### src/rtl/ll_reader_pkg.sv
// Shared definitions for the linked-list engines: default widths, the
// terminating pointer, FSM state encodings and the list-length guard.
package ll_reader_pkg;

    localparam int LL_DATA_W = 8;
    localparam int LL_ADDR_W = 4;

    // All-ones pointer marks the end of a list.
    localparam logic [LL_ADDR_W-1:0] LL_NULL_PTR = {LL_ADDR_W{1'b1}};

    typedef enum logic [1:0] {
        ST_IDLE = 2'd0,
        ST_REQ  = 2'd1,
        ST_WAIT = 2'd2,
        ST_OUT  = 2'd3
    } ll_state_t;

    // A list can never hold more nodes than the memory has entries, so a
    // walk that visits this many nodes without meeting the terminator is
    // corrupt or looped. The insert logic uses the same limit.
    function automatic int ll_len_guard(input int addrW);
        return 1 << addrW;
    endfunction

endpackage

### src/rtl/ll_reader_m_ff.sv
// Load-enabled register with asynchronous active-low clear, used for the
// traversal pointer and the captured node fields.
module m_ff #(
    parameter int W = 8
) (
    input  logic         i_clk,
    input  logic         i_rst_n,
    input  logic         i_en,
    input  logic [W-1:0] i_d,
    output logic [W-1:0] o_q
);

    // Hold the value until the enable loads a new one.
    always_ff @(posedge i_clk or negedge i_rst_n) begin
        if (!i_rst_n) begin
            o_q <= '0;
        end else if (i_en) begin
            o_q <= i_d;
        end
    end

    // An unknown enable would silently corrupt the stored value.
    a_enKnown: assert property (@(posedge i_clk) disable iff (!i_rst_n) !$isunknown(i_en));

endmodule

### src/rtl/ll_reader.sv
// Linked-list traversal engine: walks a chain in node memory from a head
// pointer and streams each payload out over valid/ready, flagging the last
// node, pulsing done at the end or error when the length guard trips.
module ll_reader
    import ll_reader_pkg::*;
#(
    parameter int                DATA_W   = LL_DATA_W,
    parameter int                ADDR_W   = LL_ADDR_W,
    parameter logic [ADDR_W-1:0] NULL_PTR = {ADDR_W{1'b1}}
) (
    input  logic              i_clk,
    input  logic              i_rst_n,
    input  logic              i_start,
    input  logic [ADDR_W-1:0] i_head_ptr,
    output logic              o_busy,
    output logic              o_mem_rd_en,
    output logic [ADDR_W-1:0] o_mem_rd_addr,
    input  logic [DATA_W-1:0] i_mem_rd_data,
    input  logic [ADDR_W-1:0] i_mem_rd_next,
    output logic              o_out_valid,
    input  logic              i_out_ready,
    output logic [DATA_W-1:0] o_out_data,
    output logic              o_out_last,
    output logic              o_done,
    output logic              o_error
);

    localparam logic [ADDR_W:0] LEN_GUARD = (ADDR_W+1)'(ll_len_guard(ADDR_W));

    ll_state_t         r_state;
    ll_state_t         w_stateNext;
    logic [ADDR_W-1:0] r_ptr;
    logic [ADDR_W-1:0] r_nextQ;
    logic [DATA_W-1:0] r_dataQ;
    logic [ADDR_W:0]   r_count;
    logic              r_done;
    logic              r_error;

    logic              w_ptrEn;
    logic [ADDR_W-1:0] w_ptrD;
    logic              w_capEn;
    logic              w_countClr;
    logic              w_countInc;
    logic              w_doneNext;
    logic              w_errorNext;
    logic              w_isLast;

    assign w_isLast = (r_nextQ == NULL_PTR);

    m_ff #(.W(ADDR_W)) u_ptr (
        .i_clk   (i_clk),
        .i_rst_n (i_rst_n),
        .i_en    (w_ptrEn),
        .i_d     (w_ptrD),
        .o_q     (r_ptr)
    );

    m_ff #(.W(DATA_W)) u_dataQ (
        .i_clk   (i_clk),
        .i_rst_n (i_rst_n),
        .i_en    (w_capEn),
        .i_d     (i_mem_rd_data),
        .o_q     (r_dataQ)
    );

    m_ff #(.W(ADDR_W)) u_nextQ (
        .i_clk   (i_clk),
        .i_rst_n (i_rst_n),
        .i_en    (w_capEn),
        .i_d     (i_mem_rd_next),
        .o_q     (r_nextQ)
    );

    // State register.
    always_ff @(posedge i_clk or negedge i_rst_n) begin
        if (!i_rst_n) begin
            r_state <= ST_IDLE;
        end else begin
            r_state <= w_stateNext;
        end
    end

    // Next-state decode plus the load strobes and end-of-walk pulses.
    always_comb begin
        w_stateNext = r_state;
        w_ptrEn     = 1'b0;
        w_ptrD      = r_ptr;
        w_capEn     = 1'b0;
        w_countClr  = 1'b0;
        w_countInc  = 1'b0;
        w_doneNext  = 1'b0;
        w_errorNext = 1'b0;
        case (r_state)
            ST_IDLE: begin
                if (i_start) begin
                    if (i_head_ptr == NULL_PTR) begin
                        w_doneNext = 1'b1;
                    end else begin
                        w_ptrEn     = 1'b1;
                        w_ptrD      = i_head_ptr;
                        w_countClr  = 1'b1;
                        w_stateNext = ST_REQ;
                    end
                end
            end
            ST_REQ: begin
                w_stateNext = ST_WAIT;
            end
            ST_WAIT: begin
                w_capEn     = 1'b1;
                w_countInc  = 1'b1;
                w_stateNext = ST_OUT;
            end
            ST_OUT: begin
                if (i_out_ready) begin
                    if (w_isLast) begin
                        w_doneNext  = 1'b1;
                        w_stateNext = ST_IDLE;
                    end else if (r_count == LEN_GUARD) begin
                        w_errorNext = 1'b1;
                        w_stateNext = ST_IDLE;
                    end else begin
                        w_ptrEn     = 1'b1;
                        w_ptrD      = r_nextQ;
                        w_stateNext = ST_REQ;
                    end
                end
            end
            default: begin
                w_stateNext = ST_IDLE;
            end
        endcase
    end

    // Node counter: cleared on a new walk, bumped as each node is captured.
    always_ff @(posedge i_clk or negedge i_rst_n) begin
        if (!i_rst_n) begin
            r_count <= '0;
        end else if (w_countClr) begin
            r_count <= '0;
        end else if (w_countInc) begin
            r_count <= r_count + 1'b1;
        end
    end

    // Registered completion pulses, one cycle after the deciding event.
    always_ff @(posedge i_clk or negedge i_rst_n) begin
        if (!i_rst_n) begin
            r_done  <= 1'b0;
            r_error <= 1'b0;
        end else begin
            r_done  <= w_doneNext;
            r_error <= w_errorNext;
        end
    end

    assign o_busy        = (r_state != ST_IDLE);
    assign o_mem_rd_en   = (r_state == ST_REQ);
    assign o_mem_rd_addr = r_ptr;
    assign o_out_valid   = (r_state == ST_OUT);
    assign o_out_data    = r_dataQ;
    assign o_out_last    = w_isLast;
    assign o_done        = r_done;
    assign o_error       = r_error;

endmodule

### config.mk
export PLATFORM = sky130hd
export DESIGN_NAME = ll_reader
export DESIGN_NICKNAME = d
export VERILOG_FILES = /design/src/rtl/ll_reader_pkg.sv /design/src/rtl/ll_reader_m_ff.sv /design/src/rtl/ll_reader.sv
export SDC_FILE = /design/constraint.sdc
export NUM_CORES = 1
export LEC_CHECK = 0
export BUFFER_PORTS_ARGS = -buffer_cell sky130_fd_sc_hd__buf_2
export CORE_MARGIN = 2
export CORE_UTILIZATION = 55
export DETAILED_ROUTE_END_ITERATION = 8
export PLACE_DENSITY = 0.83
export SKIP_LAST_GASP = 1
export SYNTH_ARGS = -nofsm -noshare
export SYNTH_HDL_FRONTEND = slang
export SYNTH_HIERARCHICAL = 1
export SYNTH_SLANG_ARGS = --single-unit
### constraint.sdc
create_clock -name i_clk -period 3.25 [get_ports i_clk]
set_input_delay 0.4875 -clock i_clk [delete_from_list [all_inputs] [get_ports i_clk]]
set_output_delay 0.4875 -clock i_clk [all_outputs]
set_load 0.05 [all_outputs]
Word level (Yosys, flattened, before mapping)

Index checks and enable logic that the tools add are counted.

Register bits: 25

Add/subtract/negate cells: 1
Eq/ne operators: 11
Muxes and demuxes: 31
Reduce and logical (&&, ||, !) cells: 6

Operator list:

| kind                  | number |
|---|---|
| $mux W4               | 5 |
| $mux W1               | 17 |
| $mux W5               | 2 |
| $eq A4 B4 Y1 const B  | 2 |
| $ne A2 B2 Y1 const B  | 4 |
| $pmux W2 S4           | 1 |
| $pmux W4 S2           | 1 |
| $reduce_and A7 Y1     | 1 |
| $mux W2               | 3 |
| $reduce_bool A2 Y1    | 3 |
| $add A5 B1 Y5 const B | 1 |
| $eq A5 B5 Y1 const B  | 1 |
| $eq A2 B2 Y1 const B  | 2 |
| $pmux W1 S2           | 2 |
| $reduce_and A3 Y1     | 1 |
| $eq A2 B1 Y1 const B  | 1 |
| $logic_not A2 Y1      | 1 |
| $ne A2 B1 Y1 const B  | 1 |

Logic depth before layout (Yosys ltp)

Depth after elaboration: 6
Depth in mapped cells: 8

Hierarchy

Netlist, hierarchy kept.

Modules (own cells, without submodules):

| module              | instances | cells an instance | area each (um2) | seq. area each (um2) |
|---|---|---|---|---|
| ll_reader           | 1         | 80                | 764.5           | 225.2 |
| m_ff at u_dataQ     | 1         | 17                | 331.6           | 200.2 |
| m_ff at u_nextQ ... | 2         | 8                 | 145.1           | 100.1 |

Worst setup path after synthesis

Ideal clock, no wire load.

Kind: register to register
From: register r_state[0]
To: register u_ptr.o_q[0]
Arrival time: 1.874 ns
Slack: 1.252 ns
Cell stages (with the launch flop): 9
Period minus slack after synthesis: 1.998 ns
Path through: dfrtp_1 > inv_1 > ha_1 > buf_4 > inv_2 > nor3_4 > a31oi_1 > nor2_1 > mux2_2

Longest elaborated chain between the ends: 3
Elaborated cells on any way between the ends: 11

Ends and longest elaborated chain:

| item                                                    | RTL line             | source |
|---|---|---|
| start: declaration                                      | ll_reader.sv:30      | `ll_state_t r_state;` |
| start signal: assignment                                | ll_reader.sv:79      | `r_state <= w_stateNext;` |
| $eq A2 B2 Y1 / $logic_not A2 Y1 (equally long branches) | ll_reader.sv:93      | `case (r_state)` |
| $pmux W1 S2 (*)                                         | ll_reader.sv:93      |  |
| via w_ptrEn                                             | ll_reader.sv:39      | `logic w_ptrEn;` |
| $reduce_and A7 Y1 (no source line) (*)                  | n/a                  |  |
| end signal: assignment                                  | ll_reader_m_ff.sv:18 | `o_q <= i_d;` |
| end: declaration                                        | ll_reader_m_ff.sv:10 | `output logic [W-1:0] o_q` |

The timed path passes the listed nets; every way through them passes the cells marked *.
A chain may end at the register's enable or synchronous reset.

Worst setup path in the final report

Same ends and word-level chain as after synthesis.

==> summary.md <==
| Metric | Value |
|---|---|
| Port Buffers | `37` |
| CTS clock-pin slew for the worst setup and hold paths | `0.13 ns` |
| Worst slew pin tran | `between 0.8 and 0.9 ns` |
| Clock Tree Buf Depth | `2` |
| Critical Path AT | `~2.5 ns` |
| CTS tree | `built` |
| First-pass GRT wire length | `about 4.4 mm` |
| GRT Overall Usage | `0.2106` |
| Crit. End Element | `flip-flop` |
| Slew Limit Fails | `0` |
| Lkg Pwr | `0.0007644 µW` |
| TritonCTS Sinks | `25` |
| Crit Path Max Fanout | `10` |
| Post-detail-place hpwl | `2.192 mm` |
| Initial antenna violation count | `0` |
| DIE AREA | `just under 3000 µm²` |
| Avg WL per Cell | `~16 µm` |
| Max-cap violations | `0` |
| Setup Viol. Count Final | `0` |
| Area Overhead vs Synth | `16.25%` |
| Die width | `around 54 µm` |
| Status | `completed` |
| Synth Area in Adders | `0.05415` |
| Syn_nets | `between 100 and 150` |
| Met1 usage | `0.2575` |
| TritonCTS Buffers | `3` |
| Post-synth top area share | `0.4513` |
| Crit Path Category | `reg -> reg` |
| Largest net degree at the start of global routing | `26` |
| GPL Wtd Cong | `between 0.7 and 0.8` |
| Hold crit path type | `in -> async` |
| Syn Inst Count | `between 100 and 150` |
| Setup TNS | `0 ns` |
| Synth area leader | `dfrtp_1` |
| Yosys reg bits | `25` |
| Core Util, Final | `0.6626` |
| Achievable Freq | `roughly 440 MHz` |
| Final Cycle Share | `0.6939` |
| Routed wire length | `2.885 mm` |
| Clock Latency Late Sink | `~0.32 ns` |
| DR pass1 iterations | `4` |
| # nets final | `roughly 180` |
| GRT overflow | `0` |
| Fin area | `around 1600 µm²` |
| Post_cts resized | `0` |
| Number of global-route vias before repair | `approximately 1,000` |
| Power per standard cell area | `1141 nW/µm²` |
| Largest family of logic cells by synthesized area | `multiplexers` |
| Fill cell count | `185` |
| Global-route met3 utilization | `0.03333` |
| Die height | `roughly 54 µm` |
| Layout cell share with drive strength beyond 1 | `0.4371` |
| Multiplexer area fraction after synthesis | `0.1588` |
| Worst vdd ir | `649.0 µV` |
| Vias per cell | `slightly below 6` |
| Worst endpoint required time | `between 3 and 4 ns` |
| Ports | `38` |
| Antenna-violating nets left | `0` |
| H-tree Lvls | `1` |
| Row cnt | `18` |
| Drt initial violations | `29` |
| Post-synthesis compound-gate area fraction | `0.1498` |
| Cell area after synthesis | `about 1400 µm²` |
| Post-synthesis xor/xnor area fraction | `0.02527` |
| Critical path startpoint category | `flip-flop` |
| Tmin final | `roughly 2.3 ns` |
| Cts hold-fix bufs | `0` |
| Total number of vias | `1,074` |
| Post-Synth Simple-Gate Area | `0.1119` |
| Post-Place Cell Area | `1585 µm²` |
| Final Skew | `0.004692 ns` |
| Drt drc | `0` |
| Register area share after synthesis | `0.4513` |
| RSZ-0062 raised after global routing | `no` |
| Met2 usage | `0.3735` |
| Count of different cell masters after synthesis | `33` |
| Core ar. | `around 2400 µm²` |
| CTS root buf | `clkbuf_4` |
| Slew Limit Headroom | `0.4197` |
| Top post-synthesis cells by area | `dfrtp_1 45%, mux2_4 8.7%, mux2_2 6.5%, ha_1 5.4%, a31oi_1 4.5%` |
| Antenna diodes | `0` |
| Grt peak-use layer | `met2` |
| Warnings, synthesis | `6` |
| # Post-CTS Setup Buffers | `0` |
| Starting Density | `0.5700` |
| Final hold viol count | `0` |
| Syn_area_per_cell | `12.27 µm²` |
[registers in the layout, indices dropped and copies added (netlist names)]
| signal | cells |
|---|---|
| u_ptr/o_q | 4 |
| o_error | 1 |
| r_count | 5 |
| u_dataQ/o_q | 8 |
| r_state | 2 |
| u_nextQ/o_q | 4 |
| o_done | 1 |
[stage by stage]
step           hold WS, ns  setup WS [ns]  cells  power, µW
5_1_grt             0.1735         0.8130    181       1944
3_3_place_gp        0.4914          1.158    177       1650
4_1_cts             0.1537          1.003    181       1839
2_1_floorplan       0.1919          1.252    113       1471
6_report            0.1352         0.9948    181       1839
3_5_place_dp        0.4962          1.015    177       1701
[cell type report]
cell class                      count  area (µm²)  area share
Clock buffer                        4       26.28     0.01630
Inverter                            9       36.28     0.02252
Multi-Input combinational cell     75       693.2      0.4301
Sequential cell                    25       625.6      0.3882
Tap cell                           30       37.54     0.02329
Timing Repair Buffer               38       192.7      0.1196
[path summary, 6_finish.rpt]
check / slack (ns) / cells after the start / start / to
worst max-delay path: 0.99 / 7 / r_state[0] / u_ptr/o_q[0]
worst min-delay path: 0.14 / 1 / i_rst_n / u_ptr/o_q[0]
worst max register to register: 0.99 / 7 / r_state[0] / u_ptr/o_q[0]
worst min register to register: 0.53 / 1 / u_dataQ/o_q[2] / u_dataQ/o_q[2]
max in group asynchronous: 2.75 / 1 / i_rst_n / u_nextQ/o_q[2]
min in group i_clk: 0.39 / 2 / i_mem_rd_data[4] / u_dataQ/o_q[4]
[synthesized netlist by cell type (all sizes together)]
cell type / number
mux2i: 1
buf: 4
nand3: 2
nor4bb: 1
a221oi: 1
nand2: 2
xor2: 3
o22a: 1
inv: 9
a21oi: 1
mux2: 16
a31oi: 10
nor2b: 1
o31ai: 4
a311oi: 4
nor4: 1
and4: 2
nor3: 1
nand4: 3
nand3b: 1
o221ai: 4
nor2: 8
xnor2: 1
dfrtp: 25
o21ai: 1
ha: 6
[critical path, cell delays in order, from the launching register on]
cell	delay, ns
dfrtp_1	0.46
inv_1	0.11
ha_1	0.40
inv_2	0.10
nor3_4	0.36
a31oi_1	0.07
nor2_1	0.27
mux2_2	0.38
[layout by cell type, fill, tap and decap left out, drive strengths merged, types with 2 or more instances in the layout]
cell type and n:
a311oi 4, a31oi 10, and4 2, buf 38
clkbuf 4, dfrtp 25, ha 6, inv 9
mux2 16, nand2 2, nand3 2, nand4 3
nor2 8, o221ai 4, o31ai 4, xor2 3
[where the power goes]
group	internal [µW]	total, µW	switching [µW]
logic	404	1120	713
registers	449	583	134
clock network	48.0	140	92.0
[cells by family (layout without fill, tap and decap cells)]
family                     Yosys count  after routing
DFF                                 25             25
xor gates and xnor gates             4              4
and+or+nand+nor                     22             22
buffers and inverters               13             51
adders and majority gates            6              6
AOI/OAI and AO/OA                   26             26
muxes                               17             17
[metal layers]
| layer | up-vias | wire (µm) |
|---|---|---|
| met5 | - | 0 |
| met4 | 0 | 44 |
| met3 | 6 | 152 |
| met2 | 42 | 1435 |
| met1 | 518 | 1252 |
| li1 | 508 | - |
Power figures use the tool's default switching activity.
